[config.mk]
export PLATFORM = sky130hd
export DESIGN_NAME = layer_chain_ctrl
export DESIGN_NICKNAME = d
export VERILOG_FILES = /design/src/rtl/layer_chain_pkg.sv /design/src/rtl/idx3_counter.sv /design/src/rtl/layer_chain_ctrl.sv
export SDC_FILE = /design/constraint.sdc
export NUM_CORES = 1
export LEC_CHECK = 0
export BUFFER_PORTS_ARGS = -buffer_cell sky130_fd_sc_hd__buf_2
export CORE_AREA = 2 2 104 106
export CTS_BUF_LIST = sky130_fd_sc_hd__clkbuf_4
export DETAILED_ROUTE_END_ITERATION = 16
export DIE_AREA = 0 0 106 108
export PLACE_DENSITY = 0.84
export SYNTH_ARGS = -nofsm -noshare
export SYNTH_HDL_FRONTEND = slang
export SYNTH_HIERARCHICAL = 1
export SYNTH_SLANG_ARGS = --single-unit
[constraint.sdc]
create_clock -name clk -period 4.5 [get_ports clk]
set_input_delay 0.9 -clock clk [delete_from_list [all_inputs] [get_ports clk]]
set_output_delay 0.9 -clock clk [all_outputs]
set_load 0.1 [all_outputs]
[src/rtl/layer_chain_pkg.sv]
// Shared definitions for the conv -> max-pool chain sequencer.
//   - lc_state_e : sequencer state encoding
//   - *_DEF      : default geometry and index width
//   - xfer_count : number of activations moved between the two layers
package layer_chain_pkg;

   localparam int unsigned IDX_W_DEF  = 16;
   localparam int unsigned NUM_CH_DEF = 16;
   localparam int unsigned DIM_DEF    = 26;

   typedef enum logic [2:0] {
      ST_IDLE,
      ST_L1_RUN,
      ST_XFER,
      ST_DRAIN,
      ST_L2_RUN,
      ST_FINISH,
      ST_ERR
   } lc_state_e;

   // Activations per run: every channel holds a DIM x DIM plane.
   function automatic int unsigned xfer_count(input int unsigned num_ch,
                                              input int unsigned dim);
      return num_ch * dim * dim;
   endfunction

endpackage

[src/rtl/idx3_counter.sv]
// Three-dimensional wrap counter (ch, row, col), col fastest.
// Ports:
//   clk_i, rst_ni     : clock, asynchronous active-low reset
//   clear_i           : return to (0,0,0); has priority over inc_i
//   inc_i             : advance one position
//   ch_o/row_o/col_o  : current position, zero-extended to IDX_W
//   last_o            : position is (NUM_CH-1, DIM-1, DIM-1)
module idx3_counter #(
   parameter int unsigned NUM_CH = 16,
   parameter int unsigned DIM    = 26,
   parameter int unsigned IDX_W  = 16
) (
   input  logic             clk_i,
   input  logic             rst_ni,
   input  logic             clear_i,
   input  logic             inc_i,
   output logic [IDX_W-1:0] ch_o,
   output logic [IDX_W-1:0] row_o,
   output logic [IDX_W-1:0] col_o,
   output logic             last_o
);

   localparam logic [IDX_W-1:0] DIM_M1 = IDX_W'(DIM - 1);
   localparam logic [IDX_W-1:0] CH_M1  = IDX_W'(NUM_CH - 1);

   logic [IDX_W-1:0] ch_q, ch_d;
   logic [IDX_W-1:0] row_q, row_d;
   logic [IDX_W-1:0] col_q, col_d;
   logic             col_wrap, row_wrap;

   assign col_wrap = (col_q == DIM_M1);
   assign row_wrap = (row_q == DIM_M1);
   assign last_o   = col_wrap && row_wrap && (ch_q == CH_M1);

   always_comb begin
      ch_d  = ch_q;
      row_d = row_q;
      col_d = col_q;
      if (clear_i) begin
         ch_d  = '0;
         row_d = '0;
         col_d = '0;
      end else if (inc_i) begin
         if (col_wrap) begin
            col_d = '0;
            if (row_wrap) begin
               row_d = '0;
               ch_d  = last_o ? '0 : ch_q + 1'b1;
            end else begin
               row_d = row_q + 1'b1;
            end
         end else begin
            col_d = col_q + 1'b1;
         end
      end
   end

   always_ff @(posedge clk_i or negedge rst_ni) begin
      if (!rst_ni) begin
         ch_q  <= '0;
         row_q <= '0;
         col_q <= '0;
      end else begin
         ch_q  <= ch_d;
         row_q <= row_d;
         col_q <= col_d;
      end
   end

   assign ch_o  = ch_q;
   assign row_o = row_q;
   assign col_o = col_q;

endmodule

[src/rtl/layer_chain_ctrl.sv]
// Sequencer for the conv -> max-pool layer chain.
// A run starts the conv layer, waits for its output_valid, copies every
// activation from the conv output memory into the pool input memory, then
// starts the pool layer and pulses done. A per-layer watchdog parks the
// sequencer in an error state if a layer never reports completion.
// Ports:
//   clk, reset (async, active-low)
//   start                  : run request (level, honoured in IDLE/ERR only)
//   busy / done / error    : run in progress / completion pulse / watchdog flag
//   l1_start, l1_done      : conv layer start pulse and output_valid
//   rd_ch/rd_row/rd_col    : conv output-memory read index
//   wr_en, wr_ch/row/col   : pool input-memory write strobe and index
//   l2_start, l2_done      : pool layer start pulse and output_valid
module layer_chain_ctrl
   import layer_chain_pkg::*;
#(
   parameter int unsigned NUM_CH       = NUM_CH_DEF,
   parameter int unsigned DIM          = DIM_DEF,
   parameter int unsigned IDX_W        = IDX_W_DEF,
   parameter int unsigned READ_LATENCY = 1,
   parameter int unsigned TIMEOUT      = 0
) (
   input  logic             clk,
   input  logic             reset,
   input  logic             start,
   output logic             busy,
   output logic             done,
   output logic             error,
   output logic             l1_start,
   input  logic             l1_done,
   output logic [IDX_W-1:0] rd_ch,
   output logic [IDX_W-1:0] rd_row,
   output logic [IDX_W-1:0] rd_col,
   output logic             wr_en,
   output logic [IDX_W-1:0] wr_ch,
   output logic [IDX_W-1:0] wr_row,
   output logic [IDX_W-1:0] wr_col,
   output logic             l2_start,
   input  logic             l2_done
);

   localparam logic [15:0] DRAIN_LAST = 16'(READ_LATENCY - 1);
   localparam logic [31:0] WD_LAST    = 32'(TIMEOUT - 1);

   lc_state_e   state_q, state_d;
   logic        first_q, first_d;   // first cycle of a layer-run state
   logic [31:0] wd_q, wd_d;
   logic [15:0] dcnt_q, dcnt_d;
   logic        cnt_clr, cnt_inc, cnt_last;
   logic        wd_hit;

   // Read-index generator
   idx3_counter #(
      .NUM_CH (NUM_CH),
      .DIM    (DIM),
      .IDX_W  (IDX_W)
   ) u_rd_idx (
      .clk_i   (clk),
      .rst_ni  (reset),
      .clear_i (cnt_clr),
      .inc_i   (cnt_inc),
      .ch_o    (rd_ch),
      .row_o   (rd_row),
      .col_o   (rd_col),
      .last_o  (cnt_last)
   );

   // Watchdog compares the cycle about to end; a zero limit disables it.
   assign wd_hit = (TIMEOUT != 0) && (wd_q == WD_LAST);

   always_comb begin
      state_d = state_q;
      first_d = 1'b0;
      wd_d    = wd_q;
      dcnt_d  = dcnt_q;
      cnt_clr = 1'b0;
      cnt_inc = 1'b0;
      case (state_q)
         ST_IDLE, ST_ERR: begin
            if (start) state_d = ST_L1_RUN;
         end
         ST_L1_RUN: begin
            cnt_clr = 1'b1;
            if (wd_q != '1) wd_d = wd_q + 32'd1;
            // Completion is checked first so a coincident timeout loses.
            if (l1_done)     state_d = ST_XFER;
            else if (wd_hit) state_d = ST_ERR;
         end
         ST_XFER: begin
            cnt_inc = 1'b1;
            if (cnt_last) begin
               state_d = ST_DRAIN;
               dcnt_d  = '0;
            end
         end
         ST_DRAIN: begin
            dcnt_d = dcnt_q + 16'd1;
            if (dcnt_q == DRAIN_LAST) state_d = ST_L2_RUN;
         end
         ST_L2_RUN: begin
            if (wd_q != '1) wd_d = wd_q + 32'd1;
            if (l2_done)     state_d = ST_FINISH;
            else if (wd_hit) state_d = ST_ERR;
         end
         ST_FINISH: begin
            state_d = ST_IDLE;
         end
         default: begin
            state_d = ST_IDLE;
         end
      endcase
      // Entering a layer run: arm the start pulse and restart the watchdog.
      if ((state_d != state_q) &&
          ((state_d == ST_L1_RUN) || (state_d == ST_L2_RUN))) begin
         first_d = 1'b1;
         wd_d    = '0;
      end
   end

   always_ff @(posedge clk or negedge reset) begin
      if (!reset) begin
         state_q <= ST_IDLE;
         first_q <= 1'b0;
         wd_q    <= '0;
         dcnt_q  <= '0;
      end else begin
         state_q <= state_d;
         first_q <= first_d;
         wd_q    <= wd_d;
         dcnt_q  <= dcnt_d;
      end
   end

   // Read -> write delay line: the write strobe and index trail the read
   // by exactly READ_LATENCY cycles. Cleared on reset so an aborted
   // transfer issues no further writes.
   logic                 vld_q [READ_LATENCY];
   logic [3*IDX_W-1:0]   idx_q [READ_LATENCY];

   always_ff @(posedge clk or negedge reset) begin
      if (!reset) begin
         for (int i = 0; i < int'(READ_LATENCY); i++) begin
            vld_q[i] <= 1'b0;
            idx_q[i] <= '0;
         end
      end else begin
         vld_q[0] <= (state_q == ST_XFER);
         idx_q[0] <= {rd_ch, rd_row, rd_col};
         for (int i = 1; i < int'(READ_LATENCY); i++) begin
            vld_q[i] <= vld_q[i-1];
            idx_q[i] <= idx_q[i-1];
         end
      end
   end

   assign wr_en                    = vld_q[READ_LATENCY-1];
   assign {wr_ch, wr_row, wr_col}  = idx_q[READ_LATENCY-1];

   assign busy     = (state_q == ST_L1_RUN) || (state_q == ST_XFER)  ||
                     (state_q == ST_DRAIN)  || (state_q == ST_L2_RUN) ||
                     (state_q == ST_FINISH);
   assign done     = (state_q == ST_FINISH);
   assign error    = (state_q == ST_ERR);
   assign l1_start = (state_q == ST_L1_RUN) && first_q;
   assign l2_start = (state_q == ST_L2_RUN) && first_q;

endmodule

# After elaboration in Yosys (flattened, before gate mapping)
# Index checks and enable logic that the tools add are counted.
[totals]
reg_bits = 117
word_cells = 68
[op_classes]
mux = 23
eq_ne = 13
addsub = 4
n_reduce_logical = 20
[ops]
columns = ["op", "n"]
rows = [
  ["$mux 16", 13],
  ["$add 16x1->16 const B", 4],
  ["$eq 16x5->1 const B", 2],
  ["$pmux 16 s2", 1],
  ["$eq 16x4->1 const B", 1],
  ["$logic_not 16->1", 1],
  ["$mux 3", 5],
  ["$pmux 3 s5", 1],
  ["$eq 3x3->1 const B", 4],
  ["$reduce_bool 2->1", 4],
  ["$eq 3x1->1 const B", 2],
  ["$eq 3x2->1 const B", 2],
  ["$logic_and 1x1->1", 5],
  ["$logic_or 1x1->1", 5],
  ["$reduce_and 2->1", 2],
  ["$logic_not 3->1", 1],
  ["$mux 1", 3],
  ["$ne 3x3->1", 1],
  ["$reduce_and 3->1", 1],
  ["$ne 2x1->1 const B", 1],
  ["$reduce_or 2->1", 1],
]

# Depth between registers and ports, before layout
# Gate-level depths: netlist of the first run.
[depth]
depth_word = 9
depth_mapped = 12

# Modules after synthesis
# Netlist of the first run, hierarchy kept.
[modules_own_cells]
columns = ["module", "cells_per_inst", "area_per_inst_um2", "instances", "seq_area_each_um2"]
rows = [
  ["idx3_counter", 289, 2745.1, 1, 1201.2],
  ["layer_chain_ctrl", 187, 2507.4, 1, 1726.7],
]

# Worst setup path before layout of the first run
# Ideal clock, no wire load.
[synth_timing]
path_type = "reg-to-output"
start = "register state_q[1]"
end = "output port l2_start"
path_stages_with_launch = 4
arrival_ns = 3.531
path_slack_ns = 0.069
path_buffers = 2
path_cell_list = "dfrtp_1 > buf_4 > buf_6 > nor4bb_1"
[synth_via]
elab_chain_cells = 2
[synth_rtl]
columns = ["element", "line", "source"]
rows = [
  ["from (decl)", "layer_chain_ctrl.sv:45", "lc_state_e state_q, state_d;"],
  ["from (signal assigned)", "layer_chain_ctrl.sv:127", "state_q <= state_d;"],
  ["$eq 3x3->1", "layer_chain_ctrl.sv:165", "assign l2_start = (state_q == ST_L2_RUN) && first_q;"],
  ["$logic_and 1x1->1", "layer_chain_ctrl.sv:165", ""],
  ["to (decl)", "layer_chain_ctrl.sv:38", "output logic l2_start,"],
]
# No other way between the ends.

# Final worst setup path of the first run
[layout_timing]
start = "register state_q[1]"
end = "register u_rd_idx.ch_q[12] (netlist: u_rd_idx/ch_o[12])"
[layout_via]
elab_chain_cells = 4
elab_cells_between_ends = 9
classes_between = "eq/ne (2); mux (3); reduce/logical (4)"
[layout_rtl]
columns = ["element", "line", "source"]
rows = [
  ["$eq 3x1->1 *", "layer_chain_ctrl.sv:78", "case (state_q)"],
  ["$mux 1 *", "layer_chain_ctrl.sv:78", ""],
  ["named net cnt_clr", "layer_chain_ctrl.sv:49", "logic cnt_clr, cnt_inc, cnt_last;"],
  ["$reduce_bool 2->1 (no source line)", "--", ""],
  ["$reduce_and 3->1 (no source line)", "--", ""],
  ["to (signal assigned)", "idx3_counter.sv:64", "ch_q <= ch_d;"],
  ["to (decl)", "idx3_counter.sv:26", "logic [IDX_W-1:0] ch_q, ch_d;"],
]
# The timed path passes the listed nets; every way through them passes the cells marked *.
# A chain may end at the register's enable or synchronous reset.

==> summary.txt, run 1 <==
#FFs+latches synth: 117
Slew Viols, Final: 0
Tcrit/Tclk final: 64.41%
Layout Nets: 598
status: complete, no violations
ys flop type: dfrtp_1
via count: 4316
Final setup viols: 0
critical path's largest stage delay: 0.82 ns
crit end category: register
synth warn: 6
Leakage Power: 0.003020 uW
FF-to-FF setup slack: 1.60 ns
routed len/inst: 15.78 um
pin count of the biggest net entering global routing: 67
core footprint: 10230 um^2
CP arrival: 3.32 ns
clk root buf: clkbuf_4
cell area after synthesis: 5253 um^2
number of synthesized flops with an enable pin: 0
Placer Congestion: 0.8738
crit path kind: reg2reg
clk slew on worst S/H paths: 0.10 ns
synth top area cells: dfrtp_1 56%, nand2_1 2.7%, nand3_1 2.7%
delay-heaviest family, CP: simple AND/OR/NAND/NOR gates
worst min-delay path class: in2async
Fin Setup TNS: 0 ns
vias in the first global route: 3959
RSZ-0062 raised after global routing: false
Post-Syn Nets: 488
Area after DPL: 5847 um^2
origin of the critical flop-to-flop path: state_q[1]
postcts setup bufs: 0
cts hold-fix bufs: 0
Via density: 5.872
skew final: 0.01481 ns
GRT overflow: 0
Rows: 37
Final Cell Area: 6106 um^2
Die Width: 106 um
max_cap viols: 0
crit-path max FO: 20
cts repair resizes: 0
Buffers on Ports: 106
# fillers: 814
Peak Freq: 0.3450 GHz
H-tree level count: 4
post-route ant nets: 0
Syn Inst Count: 476
Die ar.: 11450 um^2
Ports: 107
share of cells above drive strength 1: 27.26%
CTS sink count: 117
maximum VDD drop: 0.4787 mV
relative slew slack: 28.25%
Slowest-stage cell, CP: nor3_2
First DRT Iteration DRCs: 293
asr flop ratio synth: 100.0%
R2R Path End: u_rd_idx/ch_o[12]
Cell variety after synth: 67
CP required: 4.92 ns
Post-Route WL: 11600 um
Tmin final: 2.899 ns
PnR Total Power: 2734 uW
worst path bufs/invs: 0
crit path launch type: register
initial antenna violation count: 0
number of buffers created by CTS: 17
post-synth top area share: 55.74%
hpwl dp: 8005 um
TritonRoute pass-1 iters: 6
Synth area leader: dfrtp_1
Layout area overhead: 16.25%
final hold violation count: 0
Max clock buf depth: 2
residual DRC count: 0
P per Cell Area: 447.8 nW/um^2
Die H: 108 um
GRT Util Overall: 21.11%
worst skew pair latency: 0.51 ns
worst slew pin tran: 1.070 ns
initial core utilization: 51.34%
Reg2Reg Depth: 7
register area share after synthesis: 55.74%
TritonCTS clock tree: built
crit path cell chain: nor2_1, and2_1, nand2b_1, a41o_1, nor3_2, a41oi_1, a31oi_1
Syn Area/Cell: 11.03 um^2
wire length of the first global-routing pass: 19140 um
-- cell usage in the layout (no fill, tap or decap), drive strengths merged, types with 7 or more instances in the layout --
cell	n
buf	109
inv	16
and3	8
nand2	38
ha	7
o21ai	32
or3	11
clkbuf	19
dfrtp	117
nor2	34
xor2	9
nor4	19
a21oi	20
nor3	7
xnor2	11
clkinv	7
nand3	30
nand4	19
-- report_power, final --
part           internal [uW]  switching, uW  leakage (uW)
registers               1110            110       0.00162
logic                    191            619       0.00126
clock network            329            375      0.000136
-- how the worst max path moves through the flow --
stage               startpoint                end  slack [ns]  cells past startpoint
floorplan           state_q[1]           l2_start        0.07                      3
global placement    state_q[1]  u_rd_idx/ch_o[12]        1.83                      7
detailed placement  state_q[1]  u_rd_idx/ch_o[12]        1.64                      7
CTS                 state_q[0]           l2_start        1.61                      2
global route        state_q[1]  u_rd_idx/ch_o[12]        1.37                      6
finish              state_q[1]  u_rd_idx/ch_o[12]        1.60                      7
-- stage by stage --
stage	cells	worst slack, ns	util [%]	hold slack (ns)
2_1_floorplan	476	0.06905	-	0.4492
3_3_place_gp	703	1.833	57.15	0.4527
3_5_place_dp	703	1.636	57.15	0.4551
4_1_cts	734	1.608	59.66	0.4656
5_1_grt	734	1.367	59.66	0.5019
6_report	735	1.601	59.68	0.4743
-- registers in the layout, indices dropped and copies added, names as in the netlist --
register,count
idx_q,48
dcnt_q,16
u_rd_idx/ch_o,16
u_rd_idx/col_o,16
u_rd_idx/row_o,16
state_q,3
first_q,1
wr_en,1
-- logic make-up after synthesis --
group / after synthesis / share of synthesized area, %
AND/OR/NAND/NOR: 197 / 22.92
adder cells (fa/ha/maj): 7 / 1.667
multiplexers: 5 / 0.9767
AO/OA/AOI/OAI: 96 / 11.72
flip-flops: 117 / 55.74
buffers and inverters: 34 / 3.644
XOR/XNOR: 20 / 3.335
-- per-layer routing --
layer / vias to the layer above / part of all wire [%] / global-route usage [%]
li1: 1977 / - / -
met1: 2095 / 43 / 28.02
met2: 220 / 47 / 32.86
met3: 24 / 7.0 / 5.063
met4: 0 / 2.2 / 10.34
met5: - / 0 / 0
-- cell type report --
type | instances | area (um^2) | area share [%]
antenna | 1 | 2.502 | 0.04098
clock buffer | 19 | 142.6 | 2.336
clock inverter | 12 | 113.9 | 1.865
inverter | 16 | 60.06 | 0.9836
multi-input combinational | 325 | 2133 | 34.94
sequential | 117 | 2928 | 47.95
tap | 136 | 170.2 | 2.787
timing repair buffer | 109 | 555.5 | 9.098
-- cells in the mapped netlist (7+ instances only) --
cell and number:
nor2_1 34, and3_1 8, nand3_1 28, xor2_1 9, nand2_1 38, a21oi_1 19
inv_1 15, o21ai_1 14, dfrtp_1 117, o21ai_0 17, xnor2_1 11, or3_1 11
nor4_1 12, nand4_1 16, ha_1 7
Note: power is estimated with default switching activity, not from simulation.
==> run 2: changes to the inputs <==
clock period = 2.78 ns   (was 4.5 ns; I/O delays follow)
==> run 2 against run 1 <==
Via count increased by 1.5%. Final area increased by 2.0%. Clock power increased by 86%. Non-clock buffer count increased by 6. Final cell count increased by 0.95%. First-iteration DRC count increased by 12%. Wire length increased by 4.9%. Critical path depth unchanged. Flip-flop and latch count unchanged. Combinational power increased by 77%. Register-to-register slack got worse by 1.3 ns. Count of clock-buffer cells in the layout decreased by 2. Critical path type unchanged. Largest cell class unchanged. Highest routed layer unchanged.
==> summary.txt, run 2 (synthesis results as in run 1) <==
crit path cell chain: nor2_1, and2_1, nor2_1, or3_1, nor4_2, xnor2_1, nor2_1 (was nor2_1, and2_1, nand2b_1, a41o_1, nor3_2, a41oi_1, a31oi_1)
leading cell type in the layout, fill and taps excluded: dfrtp_1 (unchanged)
met1 usage: 27.86% (was 28.02%)
initial antenna violation count: 0 (unchanged)
Slowest-stage cell, CP: dfrtp_1 (was nor3_2)
hpwl dp: 8262 um (was 8005 um)
register area: 2928 um^2 (unchanged)
initial core utilization: 51.34% (unchanged)
via count: 4379 (was 4316)
Sw Ratio: 40.53% (was 40.38%)
GRT overflow: 0 (unchanged)
Fin Setup TNS: 0 ns (unchanged)
most common cell type on the critical path: nor2_1
Post-Route WL: 12170 um (was 11600 um)
Slew Viols, Final: 0 (unchanged)
Die ar.: 11450 um^2 (unchanged)
pin count of the biggest net entering global routing: 70 (was 67)
skew final: 0.01634 ns (was 0.01481 ns)
clk slew on worst S/H paths: 0.12 ns (was 0.10 ns)
status: complete, no violations (unchanged)
final core utilization: 60.88% (was 59.68%)
Die Width: 106 um (unchanged)
TritonRoute pass-1 iters: 5 (was 6)
CP required: 3.17 ns (was 4.92 ns)
First DRT Iteration DRCs: 329 (was 293)
Combinational Power Share: 30.7% (was 29.6%)
non-filler cells, final: 742 (was 735)
max reg flops: 48 (unchanged)
max_cap viols: 0 (unchanged)
worst min-delay path class: in2async (unchanged)
Via density: 5.902 (was 5.872)
met2 Use GR: 37.51% (was 32.86%)
GRT Util Overall: 22.34% (was 21.11%)
M3 GR Usage: 5.606% (was 5.063%)
Tcrit/Tclk final: 90.38% (was 64.41%)
Leakage Power: 0.003079 uW (was 0.003020 uW)
busiest grt layer: met2 (unchanged)
Peak Freq: 0.3980 GHz (was 0.3450 GHz)
Final setup viols: 0 (unchanged)
P per Cell Area: 749.4 nW/um^2 (was 447.8 nW/um^2)
placed instance count: 709 (was 703)
P_int: 2776 uW (was 1630 uW)
residual DRC count: 0 (unchanged)
worst slew pin tran: 0.5618 ns (was 1.070 ns)
maximum VDD drop: 0.7000 mV (was 0.4787 mV)
routed len/inst: 16.41 um (was 15.78 um)
TritonCTS clock tree: built (unchanged)
Layout Nets: 604 (was 598)
Largest Register: idx_q (unchanged)
Seq pwr share: 41.3% (was 44.6%)
wire length of the first global-routing pass: 20260 um (was 19140 um)
worst skew pair latency: 0.51 ns (about the same)
crit-path max FO: 15 (was 20)
cts repair resizes: 0 (unchanged)
pre-CTS setup slack: 0.3487 ns (was 1.636 ns)
crit end category: register (unchanged)
Clock power frac: 28.1% (was 25.7%)
# fillers: 816 (was 814)
clk root buf: clkbuf_4 (unchanged)
Layout area overhead: 18.58% (was 16.25%)
area occupied by multi-input gates: 2148 um^2 (was 2133 um^2)
Final WS setup: 0.2675 ns (was 1.601 ns)
critical path's largest stage delay: 0.55 ns (was 0.82 ns)
share of cells above drive strength 1: 28.76% (was 27.26%)
H-tree level count: 4 (unchanged)
crit path launch type: register (unchanged)
Rows: 37 (unchanged)
Switch Pwr: 1892 uW (was 1104 uW)
Placer Congestion: 0.8636 (was 0.8738)
CP arrival: 2.90 ns (was 3.32 ns)
PnR Total Power: 4668 uW (was 2734 uW)
Tmin final: 2.513 ns (was 2.899 ns)
Max clock buf depth: 2 (unchanged)
final hold violation count: 0 (unchanged)
Buffers on Ports: 106 (unchanged)
core footprint: 10230 um^2 (unchanged)
RSZ-0062 raised after global routing: false (unchanged)
Die H: 108 um (unchanged)
post-route ant nets: 0 (unchanged)
relative slew slack: 62.55% (was 28.25%)
Ports: 107 (unchanged)
CTS sink count: 117 (unchanged)
crit path kind: reg2reg (unchanged)
commonest cells after routing, fill and taps aside: 117 x dfrtp_1, 105 x buf_2, 38 x nand2_1 (unchanged)
postcts setup bufs: 0 (unchanged)
number of buffers created by CTS: 17 (unchanged)
vias in the first global route: 4203 (was 3959)
cts hold-fix bufs: 0 (unchanged)
[run 2: cell type report]
| class | count | share of cell area, % |
|---|---|---|
| flip-flops and latches | 117 | 47.01 |
| diodes | 1 | 0.04018 |
| repair buffers | 115 | 9.843 |
| multi-input cells | 325 | 34.49 |
| inverters | 16 | 0.9642 |
| clock buffers | 17 | 2.049 |
| clock inverters | 15 | 2.873 |
| well taps | 136 | 2.732 |
[run 2: power groups by stage]
stage | clock network (uW) | registers, uW | logic, uW
detailed placement | 0 | 1960 | 1420
global placement | 0 | 1950 | 1380
floorplan | 0 | 2260 | 855
CTS | 1350 | 1930 | 1420
finish | 1310 | 1930 | 1430
global route | 1440 | 1940 | 1530
[run 2: critical path: cells and delay by family, from the launching register on]
kind	cells	cell delay, ns
xor+xnor	1	0.15
flops	1	0.55
simple gates	6	1.68
[run 2: routing by layer]
layer	up-vias	part of all wire, %
met5	-	0
met4	0	1.9
met3	28	7.0
met2	217	50
met1	2138	41
li1	1996	-
[run 2: stage by stage]
stage	cell area [um^2]	hold slack [ns]
after floorplan	5268	0.2604
after global placement	5919	0.4558
after detailed placement	5919	0.4586
after CTS	6226	0.01213
after global routing	6226	0.01105
final	6228	0.02609
[run 2: worst paths after layout]
path	from	endpoint	slack [ns]	depth (start not counted)
setup / recovery	state_q[2]	u_rd_idx/col_o[15]	0.27	7
hold / removal	reset	u_rd_idx/ch_o[15]	0.03	2
setup reg to reg	state_q[2]	u_rd_idx/col_o[15]	0.27	7
hold reg to reg	u_rd_idx/ch_o[2]	idx_q[34]	0.48	0
max in group asynchronous	reset	u_rd_idx/row_o[8]	2.25	2
min in group clk	l2_done	state_q[0]	0.40	4
